===== src/rtl/debug_tx_framer.sv =====
// Debug unit transmit framer: snapshots PC, cycle count, register file
// and data memory, then streams them LSB-first behind a header byte.
module debug_tx_framer #(
  parameter int          NUM_REGS = 32,
  parameter int          NUM_MEM  = 32,
  parameter int          ADDR_W   = 5,
  parameter logic [7:0]  HEADER   = 8'hA5
) (
  input  logic              clk,
  input  logic              rst,
  input  logic              i_start,
  input  logic [31:0]       i_pc,
  input  logic [31:0]       i_cycles,
  input  logic [31:0]       i_rd_data,
  input  logic              i_tx_done,
  output logic              o_rd_sel,
  output logic [ADDR_W-1:0] o_rd_addr,
  output logic [7:0]        o_data_send,
  output logic              o_tx_start,
  output logic              o_busy,
  output logic              o_done
);

  localparam int TOTAL = 2 + NUM_REGS + NUM_MEM;
  localparam int IW    = $clog2(TOTAL + 1);

  typedef enum logic [2:0] {
    IDLE, SEND, WAIT, LOAD, CAPTURE, DONE
  } state_t;

  state_t          state;
  logic [31:0]     pc_snap;
  logic [31:0]     cyc_snap;
  logic [31:0]     word;
  logic [1:0]      byte_cnt;
  logic            hdr;
  logic [IW-1:0]   word_idx;
  logic [IW-1:0]   off;
  logic [IW-1:0]   moff;
  logic            is_mem;
  logic            word_end;
  logic            last_word;

  assign off       = word_idx - IW'(2);
  assign moff      = off - IW'(NUM_REGS);
  assign is_mem    = word_idx >= IW'(2 + NUM_REGS);
  assign word_end  = hdr || (byte_cnt == 2'd3);
  assign last_word = word_idx == IW'(TOTAL);

  assign o_data_send = word[7:0];

  // word_idx names the next word to fetch; the read port is set up on
  // entry to LOAD so the registered read data is ready in CAPTURE.
  always_ff @(posedge clk) begin
    if (rst) begin
      state      <= IDLE;
      pc_snap    <= '0;
      cyc_snap   <= '0;
      word       <= '0;
      byte_cnt   <= '0;
      hdr        <= 1'b0;
      word_idx   <= '0;
      o_rd_sel   <= 1'b0;
      o_rd_addr  <= '0;
      o_tx_start <= 1'b0;
      o_busy     <= 1'b0;
      o_done     <= 1'b0;
    end else begin
      o_tx_start <= 1'b0;
      o_done     <= 1'b0;
      unique case (state)
        IDLE: begin
          if (i_start) begin
            pc_snap    <= i_pc;
            cyc_snap   <= i_cycles;
            word       <= {24'd0, HEADER};
            hdr        <= 1'b1;
            byte_cnt   <= '0;
            word_idx   <= '0;
            o_busy     <= 1'b1;
            o_tx_start <= 1'b1;
            state      <= SEND;
          end
        end
        SEND: state <= WAIT;
        WAIT: begin
          if (i_tx_done) begin
            if (!word_end) begin
              word       <= word >> 8;
              byte_cnt   <= byte_cnt + 2'd1;
              o_tx_start <= 1'b1;
              state      <= SEND;
            end else if (last_word) begin
              o_busy <= 1'b0;
              o_done <= 1'b1;
              state  <= DONE;
            end else begin
              if (word_idx >= IW'(2)) begin
                o_rd_sel  <= is_mem;
                o_rd_addr <= is_mem ? ADDR_W'(moff) : ADDR_W'(off);
              end
              state <= LOAD;
            end
          end
        end
        LOAD: state <= CAPTURE;
        CAPTURE: begin
          if (word_idx == IW'(0))
            word <= pc_snap;
          else if (word_idx == IW'(1))
            word <= cyc_snap;
          else
            word <= i_rd_data;
          hdr        <= 1'b0;
          byte_cnt   <= '0;
          word_idx   <= word_idx + IW'(1);
          o_tx_start <= 1'b1;
          state      <= SEND;
        end
        DONE: state <= IDLE;
        default: state <= IDLE;
      endcase
    end
  end

endmodule


===== config.mk =====
export PLATFORM = sky130hd
export DESIGN_NAME = debug_tx_framer
export DESIGN_NICKNAME = d
export VERILOG_FILES = /design/src/rtl/debug_tx_framer.sv
export SDC_FILE = /design/constraint.sdc
export NUM_CORES = 1
export LEC_CHECK = 0
export BUFFER_PORTS_ARGS = -buffer_cell sky130_fd_sc_hd__buf_4
export CORE_AREA = 2 2 112 125
export DETAILED_ROUTE_END_ITERATION = 7
export DIE_AREA = 0 0 114 127
export PLACE_DENSITY = 0.7
export SKIP_LAST_GASP = 1
export SLEW_MARGIN = 15
export SYNTH_ARGS = -nofsm -noshare
export SYNTH_HDL_FRONTEND = slang
export SYNTH_SLANG_ARGS = --single-unit

===== constraint.sdc =====
create_clock -name clk -period 2.6 [get_ports clk]
set_input_delay 0.52 -clock clk [delete_from_list [all_inputs] [get_ports clk]]
set_output_delay 0.52 -clock clk [all_outputs]
set_load 0.05 [all_outputs]

==> results of run 1 <==
[cells in the final DEF, fill, tap and decap left out, types with 8 or more instances in the layout]
cell type	count
sky130_fd_sc_hd__nor2b_1	9
sky130_fd_sc_hd__a31oi_1	47
sky130_fd_sc_hd__nor4_1	8
sky130_fd_sc_hd__nor3_1	11
sky130_fd_sc_hd__o221ai_1	20
sky130_fd_sc_hd__inv_1	19
sky130_fd_sc_hd__a21oi_1	78
sky130_fd_sc_hd__a311oi_1	18
sky130_fd_sc_hd__o21ai_0	8
sky130_fd_sc_hd__dfxtp_1	118
sky130_fd_sc_hd__nand2_1	160
sky130_fd_sc_hd__clkbuf_16	17
sky130_fd_sc_hd__ha_1	8
sky130_fd_sc_hd__buf_4	134
sky130_fd_sc_hd__nor2_1	114
sky130_fd_sc_hd__o21bai_1	8
[cells in the mapped netlist (all sizes together) (3+ instances only)]
cell	count	area (um^2)
mux2	4	45.0
a32o	6	60.1
dfxtp	118	2360
buf	34	238
nor3b	3	32.5
clkbuf	44	165
a32oi	5	43.8
xnor2	6	52.6
nor3	13	75.1
or2	3	18.8
nand2b	5	31.3
ha	8	100
a311oi	24	248
a21oi	78	390
o21ai	8	40.0
nor2	116	459
nand3	4	20.0
nor2b	9	56.3
mux2i	3	30.0
o211ai	6	45.0
nand2	160	601
o21bai	8	60.1
inv	19	71.3
a31oi	47	294
nor4	8	50.1
o221ai	20	175
[logic make-up after synthesis]
group	synth area share
buffers and inverters	0.0795
muxes	0.0126
DFF	0.396
xor gates and xnor gates	0.00881
adders and majority gates	0.0168
AOI/OAI and AO/OA	0.251
and+or+nand+nor	0.235
[metrics by stage]
| step | worst slack (ns) | hold slack (ns) | power [uW] | cells |
|---|---|---|---|---|
| after detailed placement | 0.493 | 0.447 | 2670 | 1001 |
| after global placement | 0.563 | 0.442 | 2660 | 1001 |
| after global routing | 0.199 | 0.348 | 5230 | 1033 |
| after CTS | 0.363 | 0.339 | 5070 | 1033 |
| final | 0.304 | 0.345 | 5060 | 1033 |
| after floorplan | 0.743 | 0.432 | 2420 | 781 |
[final cells by class]
cell class / count / area (um^2) / area share
Inverter: 19 / 71.3 / 0.00957
Clock inverter: 8 / 120 / 0.0161
Clock buffer: 24 / 492 / 0.0660
Multi-Input combinational cell: 566 / 3140 / 0.421
Timing Repair Buffer: 137 / 1070 / 0.143
Tap cell: 161 / 201 / 0.0270
Sequential cell: 118 / 2360 / 0.317
[sequential cells by signal, indices dropped and copies added (netlist names), 2 cells and up]
register and count:
word 32, o_rd_addr 5, word_idx 7, byte_cnt 2, pc_snap 32, state 3, cyc_snap 32
[report_power, final]
| group | internal (uW) | total, uW | switching, uW | leakage [uW] |
|---|---|---|---|---|
| clock | 1600 | 2420 | 820 | 0.000296 |
| sequential | 1920 | 2000 | 80.4 | 0.000967 |
| combinational | 260 | 633 | 373 | 0.00162 |
| total | 3790 | 5060 | 1270 | 0.00288 |
[layer usage]
metal	vias to the layer above	wire, um	share of wire
li1	2884	-	-
met1	2700	7860	0.43
met2	251	8460	0.46
met3	42	1310	0.072
met4	0	642	0.035
met5	-	0	0
[worst min-delay path by stage]
stage | end | slack (ns)
finish | pc_snap[6]$_SDFFE_PP0P_ | 0.35
global placement | pc_snap[13]$_SDFFE_PP0P_ | 0.44
CTS | cyc_snap[20]$_SDFFE_PP0P_ | 0.34
detailed placement | pc_snap[24]$_SDFFE_PP0P_ | 0.45
global route | pc_snap[1]$_SDFFE_PP0P_ | 0.35
floorplan | word[25]$_SDFFE_PP0P_ | 0.43
[worst max-delay path, stage by stage (launching register included)]
cell and delay, ns:
sky130_fd_sc_hd__dfxtp_1 0.40, sky130_fd_sc_hd__or3_1 0.73, sky130_fd_sc_hd__nor2_8 0.45, sky130_fd_sc_hd__o221ai_1 0.19
sky130_fd_sc_hd__a311oi_1 0.40
==> metrics.log, run 1 <==
INFO  metric antenna_violating_nets_post_route = 0
INFO  metric vias = 5877
INFO  metric initial_utilization = 0.455
INFO  metric die_height = 127 um
INFO  metric cellLeakagePower = 0.00288 uW
INFO  metric worst_min_delay_path_startpoint = i_pc[6]
INFO  metric htree_levels = 4
INFO  metric totalNegativeSetupSlack = 0 ns
INFO  metric gr-usage-met3 = 0.0598
INFO  metric unrepaired_setup_endpoints_after_global_routing = no
INFO  metric cts_tree = built
INFO  metric routabilityCongestion = 0.920
INFO  metric nFillCells = 1248
INFO  metric postCtsSetupRepairBufs = 0
INFO  metric worstMarginPinSlew = 0.748 ns
INFO  metric ys.flop_type = sky130_fd_sc_hd__dfxtp_1
INFO  metric maxCapViolCount = 0
INFO  metric utilization = 0.569
INFO  metric place_area = 6840 um^2
INFO  metric clock_skew = 0.00623 ns
INFO  metric grt_pass1_wl = 27900 um
INFO  metric fp-row-count = 44
INFO  metric clock_latency = 0.42 ns
INFO  metric r2r-end = word[20]$_SDFFE_PP0P_
INFO  metric clockRootBuffer = sky130_fd_sc_hd__clkbuf_16
INFO  metric portBuffers = 116
INFO  metric synth-async-reset-ratio = 0
INFO  metric synthesis.area = 5960 um^2
INFO  metric timing_max_transition_violations_final = 0
INFO  metric status = completed
INFO  metric post-route-min-period = 2.30 ns
INFO  metric grt_antenna_before_repair = 0
INFO  metric clkSlewWorstSetupHoldPaths = 0.05 ns
INFO  metric synth.distinct_cells = 52
INFO  metric synth.net_count = 889
INFO  metric r2r.worst_path.cells = 4
INFO  metric holdPathStages = 3
INFO  metric firstDrtPassIters = 6
INFO  metric critPathMaxFanout = 23
INFO  metric post-route-cell-area = 7450 um^2
INFO  metric number_of_enable_flip_flop_cells_after_synthesis = 0
INFO  metric die_w = 114 um
INFO  metric ctsHoldBuffers = 0
INFO  metric critPathLaunchType = register
INFO  metric ir_drop = 0.000408 V
INFO  metric routed_wl = 18300 um
INFO  metric yosys_warnings = 0
INFO  metric setup.worst_path.end = word[20]$_SDFFE_PP0P_
INFO  metric syn-mean-instance-area = 7.64 um^2
INFO  metric pwr_density_cell = 679 nW/um^2
INFO  metric ctsLongestPathBuffers = 2
INFO  metric global_route.usage.met2 = 0.394
INFO  metric cp-end-kind = register
INFO  metric grt_overflow = 0
INFO  metric cts_inserted_buffers = 17
INFO  metric netlist_instances = 781
INFO  metric gr-usage-all-layers = 0.250
INFO  metric hold_viol = 0
INFO  metric detail_route.vias_per_cell = 5.69
INFO  metric cts_num_sinks = 118
INFO  metric drive_gt1_frac = 0.214
INFO  metric gr-max-usage-layer = met2
INFO  metric synth_seq_cells = 118
INFO  metric finalSetupViolations = 0
INFO  metric design.portCount = 117
INFO  metric critical_path.reg2reg.startpoint = word_idx[3]$_SDFFE_PP0P_
INFO  metric die_area = 14500 um^2
INFO  metric design.core.area = 13100 um^2
INFO  metric synth_seq_area_share = 0.396
INFO  metric pin_count_of_the_biggest_net_entering_global_routing = 49
INFO  metric critPathLaunch = word_idx[3]$_SDFFE_PP0P_
INFO  metric post-dp-hpwl = 13100 um
INFO  metric finish.net_count = 967
INFO  metric timing_worst_setup_path_type = register to register
INFO  metric setup_slack_on_the_worst_flop_to_flop_path = 0.30 ns
INFO  metric area_growth = 25.0%
INFO  metric clock.fmax = 436 MHz
INFO  metric maxSlewHeadroom = 0.502
INFO  metric use_met1 = 0.324
INFO  metric wl_per_cell = 17.7 um
INFO  metric insertedDiodeCount = 0
INFO  metric cp.required = 2.89 ns
INFO  metric crit_arrival = 2.59 ns
INFO  metric cts_resized = 0
INFO  metric hold_path_class = primary input to register
INFO  metric first_global_vias = 5334
INFO  metric drt-initial-drc-count = 543
INFO  metric remaining_drcs = 0
INFO  metric timing.final.crit_share = 0.883
No activity file was read; power rests on OpenSTA's default activity.
==> run 2, diff against run 1 <==
Settings changed: ABC_AREA from default to 1, CORE_AREA 2 2 112 125 to 2 2 107 120, DIE_AREA 0 0 114 127 to 0 0 109 122, PLACE_DENSITY 0.7 to 0.71.
==> run 2 against run 1 <==
  * Combinational power is 53% higher
  * Wire length is 20% lower
  * Core utilization is 0.28 points lower
  * First-iteration DRC count is 1.1% lower
  * Clock power is 8.7% lower
  * Largest cell class unchanged
  * Critical path depth is 6 higher
  * Synthesized area is 8.2% lower
  * Sequential cell count stayed put
  * Non-clock buffer count is 8 lower
  * Final cell count is 0.58% higher
==> metrics.log, run 2 <==
INFO  metric status = completed
INFO  metric synthSimpleGateAreaFrac = 0.254
INFO  metric die_w = 109 um
INFO  metric synthesis.area = 5470 um^2
INFO  metric critical-path-max-stage-delay = 0.45 ns
INFO  metric cts_resized = 0
INFO  metric gr-usage-all-layers = 0.226
INFO  metric r2r.worst_path.cells = 10
INFO  metric synth-async-reset-ratio = 0
INFO  metric htree_levels = 4
INFO  metric pin_count_of_the_biggest_net_entering_global_routing = 56
INFO  metric synth.net_count = 891
INFO  metric yosys_warnings = 0
INFO  metric hold_viol = 0
INFO  metric placed_cells_incl_taps = 1008
INFO  metric worstMarginPinSlew = 0.631 ns
INFO  metric cellLeakagePower = 0.00300 uW
INFO  metric use_met1 = 0.302
INFO  metric routabilityCongestion = 0.826
INFO  metric r2r-end = word[0]$_SDFFE_PP0P_
INFO  metric finalSetupViolations = 0
INFO  metric cts_num_sinks = 118
INFO  metric gr-max-usage-layer = met2
INFO  metric drt-initial-drc-count = 537
INFO  metric layoutNonFillerInstCount = 1039
INFO  metric pwr_density_cell = 771 nW/um^2
INFO  metric design.core.area = 12200 um^2
INFO  metric cts_tree = built
INFO  metric first_global_vias = 4881
INFO  metric fp-row-count = 43
INFO  metric place_area = 6350 um^2
INFO  metric timing.final.crit_share = 0.753
INFO  metric critPathMaxFanout = 32
INFO  metric synth_common_cells = 125 x sky130_fd_sc_hd__nand2_1, 118 x sky130_fd_sc_hd__dfxtp_1, 116 x sky130_fd_sc_hd__a21oi_1
INFO  metric post-route-min-period = 1.96 ns
INFO  metric post-route-cell-area = 6910 um^2
INFO  metric ctsLongestPathBuffers = 2
INFO  metric vias = 5344
INFO  metric timing.critical_path.mode_cell = sky130_fd_sc_hd__nand2_1
INFO  metric die_area = 13300 um^2
INFO  metric grt_pass1_wl = 23500 um
INFO  metric path_cells = inv_1, ha_1, nand2_1, nor2_4, inv_2, nand3_1, nand2_1, nand3_1, nand2_1, inv_1
INFO  metric timing_max_transition_violations_final = 0
INFO  metric grt_antenna_before_repair = 0
INFO  metric grt_overflow = 0
INFO  metric cts_inserted_buffers = 17
INFO  metric clock.fmax = 511 MHz
INFO  metric ctsHoldBuffers = 0
INFO  metric portBuffers = 116
INFO  metric synth_compound_area_frac = 0.195
INFO  metric ir_drop = 0.000360 V
INFO  metric routed_wl = 14500 um
INFO  metric synth.distinct_cells = 26
INFO  metric clockRootBuffer = sky130_fd_sc_hd__clkbuf_16
INFO  metric syn-mean-instance-area = 6.99 um^2
INFO  metric hold-worst-slack = 0.330 ns
INFO  metric global_route.usage.met2 = 0.352
INFO  metric wl_per_cell = 14.0 um
INFO  metric critical_path.reg2reg.startpoint = word_idx[1]$_SDFFE_PP0P_
INFO  metric die_height = 122 um
INFO  metric maxSlewHeadroom = 0.578
INFO  metric muxShareOfSynthArea = 0
INFO  metric synthXorXnorAreaFrac = 0.00160
INFO  metric drive_gt1_frac = 0.201
INFO  metric yosys.cell_count.top_type = sky130_fd_sc_hd__nand2_1
INFO  metric holdPathStages = 3
INFO  metric crit_arrival = 2.27 ns
INFO  metric initial_utilization = 0.448
INFO  metric ys.flop_type = sky130_fd_sc_hd__dfxtp_1
INFO  metric setup_slack_on_the_worst_flop_to_flop_path = 0.64 ns
INFO  metric antenna_violating_nets_post_route = 0
INFO  metric synthDominantCellAreaShare = 0.432
INFO  metric cp.required = 2.91 ns
INFO  metric finish.net_count = 978
INFO  metric detail_route.vias_per_cell = 5.14
INFO  metric firstDrtPassIters = 5
INFO  metric clkSlewWorstSetupHoldPaths = 0.05 ns
INFO  metric area_growth = 26.3%
INFO  metric gr-usage-met3 = 0.0428
INFO  metric post-dp-hpwl = 9760 um
INFO  metric cp-end-kind = register
INFO  metric top_regs = cyc_snap: 32 flops, pc_snap: 32 flops, word: 32 flops
INFO  metric leading_area_contributor_after_synthesis = sky130_fd_sc_hd__dfxtp_1
INFO  metric netlist_instances = 783
INFO  metric main_combinational_cell_family_by_area_after_synthesis = simple AND/OR/NAND/NOR gates
INFO  metric number_of_enable_flip_flop_cells_after_synthesis = 0
INFO  metric postCtsSetupRepairBufs = 0
INFO  metric yosys-top-cells-area = sky130_fd_sc_hd__dfxtp_1 43%, sky130_fd_sc_hd__a21oi_1 11%, sky130_fd_sc_hd__nand2_1 8.6%
INFO  metric hold_path_class = primary input to register
INFO  metric synth-adder-area-share = 0.0183
INFO  metric maxCapViolCount = 0
INFO  metric clock_skew = 0.00627 ns
INFO  metric clock_latency = 0.41 ns
INFO  metric mostFrequentLayoutCells = 127 x sky130_fd_sc_hd__buf_4, 125 x sky130_fd_sc_hd__nand2_1, 118 x sky130_fd_sc_hd__dfxtp_1
INFO  metric timing_worst_setup_path_type = register to register
INFO  metric totalNegativeSetupSlack = 0 ns
INFO  metric design.portCount = 117
INFO  metric unrepaired_setup_endpoints_after_global_routing = no
INFO  metric crit_path_slowest_cell = sky130_fd_sc_hd__dfxtp_1
INFO  metric worst_min_delay_path_startpoint = i_cycles[22]
INFO  metric remaining_drcs = 0
INFO  metric synth_seq_area_share = 0.432
INFO  metric mostFrequentLayoutCell = sky130_fd_sc_hd__buf_4
INFO  metric whs_endpoint = cyc_snap[22]$_SDFFE_PP0P_
INFO  metric insertedDiodeCount = 0
INFO  metric critPathLaunchType = register
INFO  metric synth_seq_cells = 118
## run 2: changes by cell type in the layout (fill, tap and decap cells not counted), sizes merged, moves of 7 or more
cell,before,now
buf,137,129
a21oi,78,116
o221ai,20,0
nor2,116,95
nand2,160,129
o21ai,8,91
a311oi,24,0
o21bai,8,0
inv,19,63
a31oi,47,1
nor3,13,6
nor2b,9,0
nand3,4,85
## run 2: critical path, delay by kind of cell (launching register included)
kind                       cells  cell delay [ns]
adders and majority gates      1             0.21
buffers and inverters          3             0.59
DFF                            1             0.45
and+or+nand+nor                6             0.59
## run 2: kinds of logic after synthesis
logic type | count (synthesis)
AO/OA/AOI/OAI | 211
XOR/XNOR | 1
adder cells (fa/ha/maj) | 8
buffers and inverters | 124
flip-flops | 118
AND/OR/NAND/NOR | 321
## run 2: how the worst max path moves through the flow
stage	startpoint	end	cells past startpoint
global placement	word_idx[1]$_SDFFE_PP0P_	word[0]$_SDFFE_PP0P_	10
finish	word_idx[1]$_SDFFE_PP0P_	word[0]$_SDFFE_PP0P_	10
detailed placement	word_idx[1]$_SDFFE_PP0P_	word[0]$_SDFFE_PP0P_	10
CTS	word_idx[1]$_SDFFE_PP0P_	word[0]$_SDFFE_PP0P_	10
global route	word_idx[1]$_SDFFE_PP0P_	word[5]$_SDFFE_PP0P_	11
floorplan	word_idx[1]$_SDFFE_PP0P_	o_rd_addr[0]$_SDFFE_PP0P_	11
## run 2: through the flow
| step | utilization | worst slack, ns | power (uW) |
|---|---|---|---|
| 2_1_floorplan | - | 1.07 | 2850 |
| 3_3_place_gp | 0.520 | 0.672 | 3140 |
| 3_5_place_dp | 0.520 | 0.677 | 3150 |
| 4_1_cts | 0.566 | 0.657 | 5350 |
| 5_1_grt | 0.566 | 0.445 | 5560 |
| 6_report | 0.566 | 0.642 | 5330 |
## run 2: final cells by class
cell class                 instances  area, um^2
clock buffer                      28         517
clock inverter                     3        40.0
fill                            1173        5300
inverter                          63         236
multi-input combinational        541        2570
sequential                       118        2360
tap                              157         196
timing repair buffer             129         993
## run 2: routing by layer
metal	vias to the layer above	routed length, um
met5	-	0
met4	0	332
met3	31	707
met2	148	6810
met1	2422	6690
li1	2743	-
## run 2: power breakdown
part           switching (uW)  internal [uW]  leakage, uW
clock                     774           1430     0.000274
sequential                108           2040     0.000972
combinational             617            354      0.00176
total                    1500           3830      0.00300
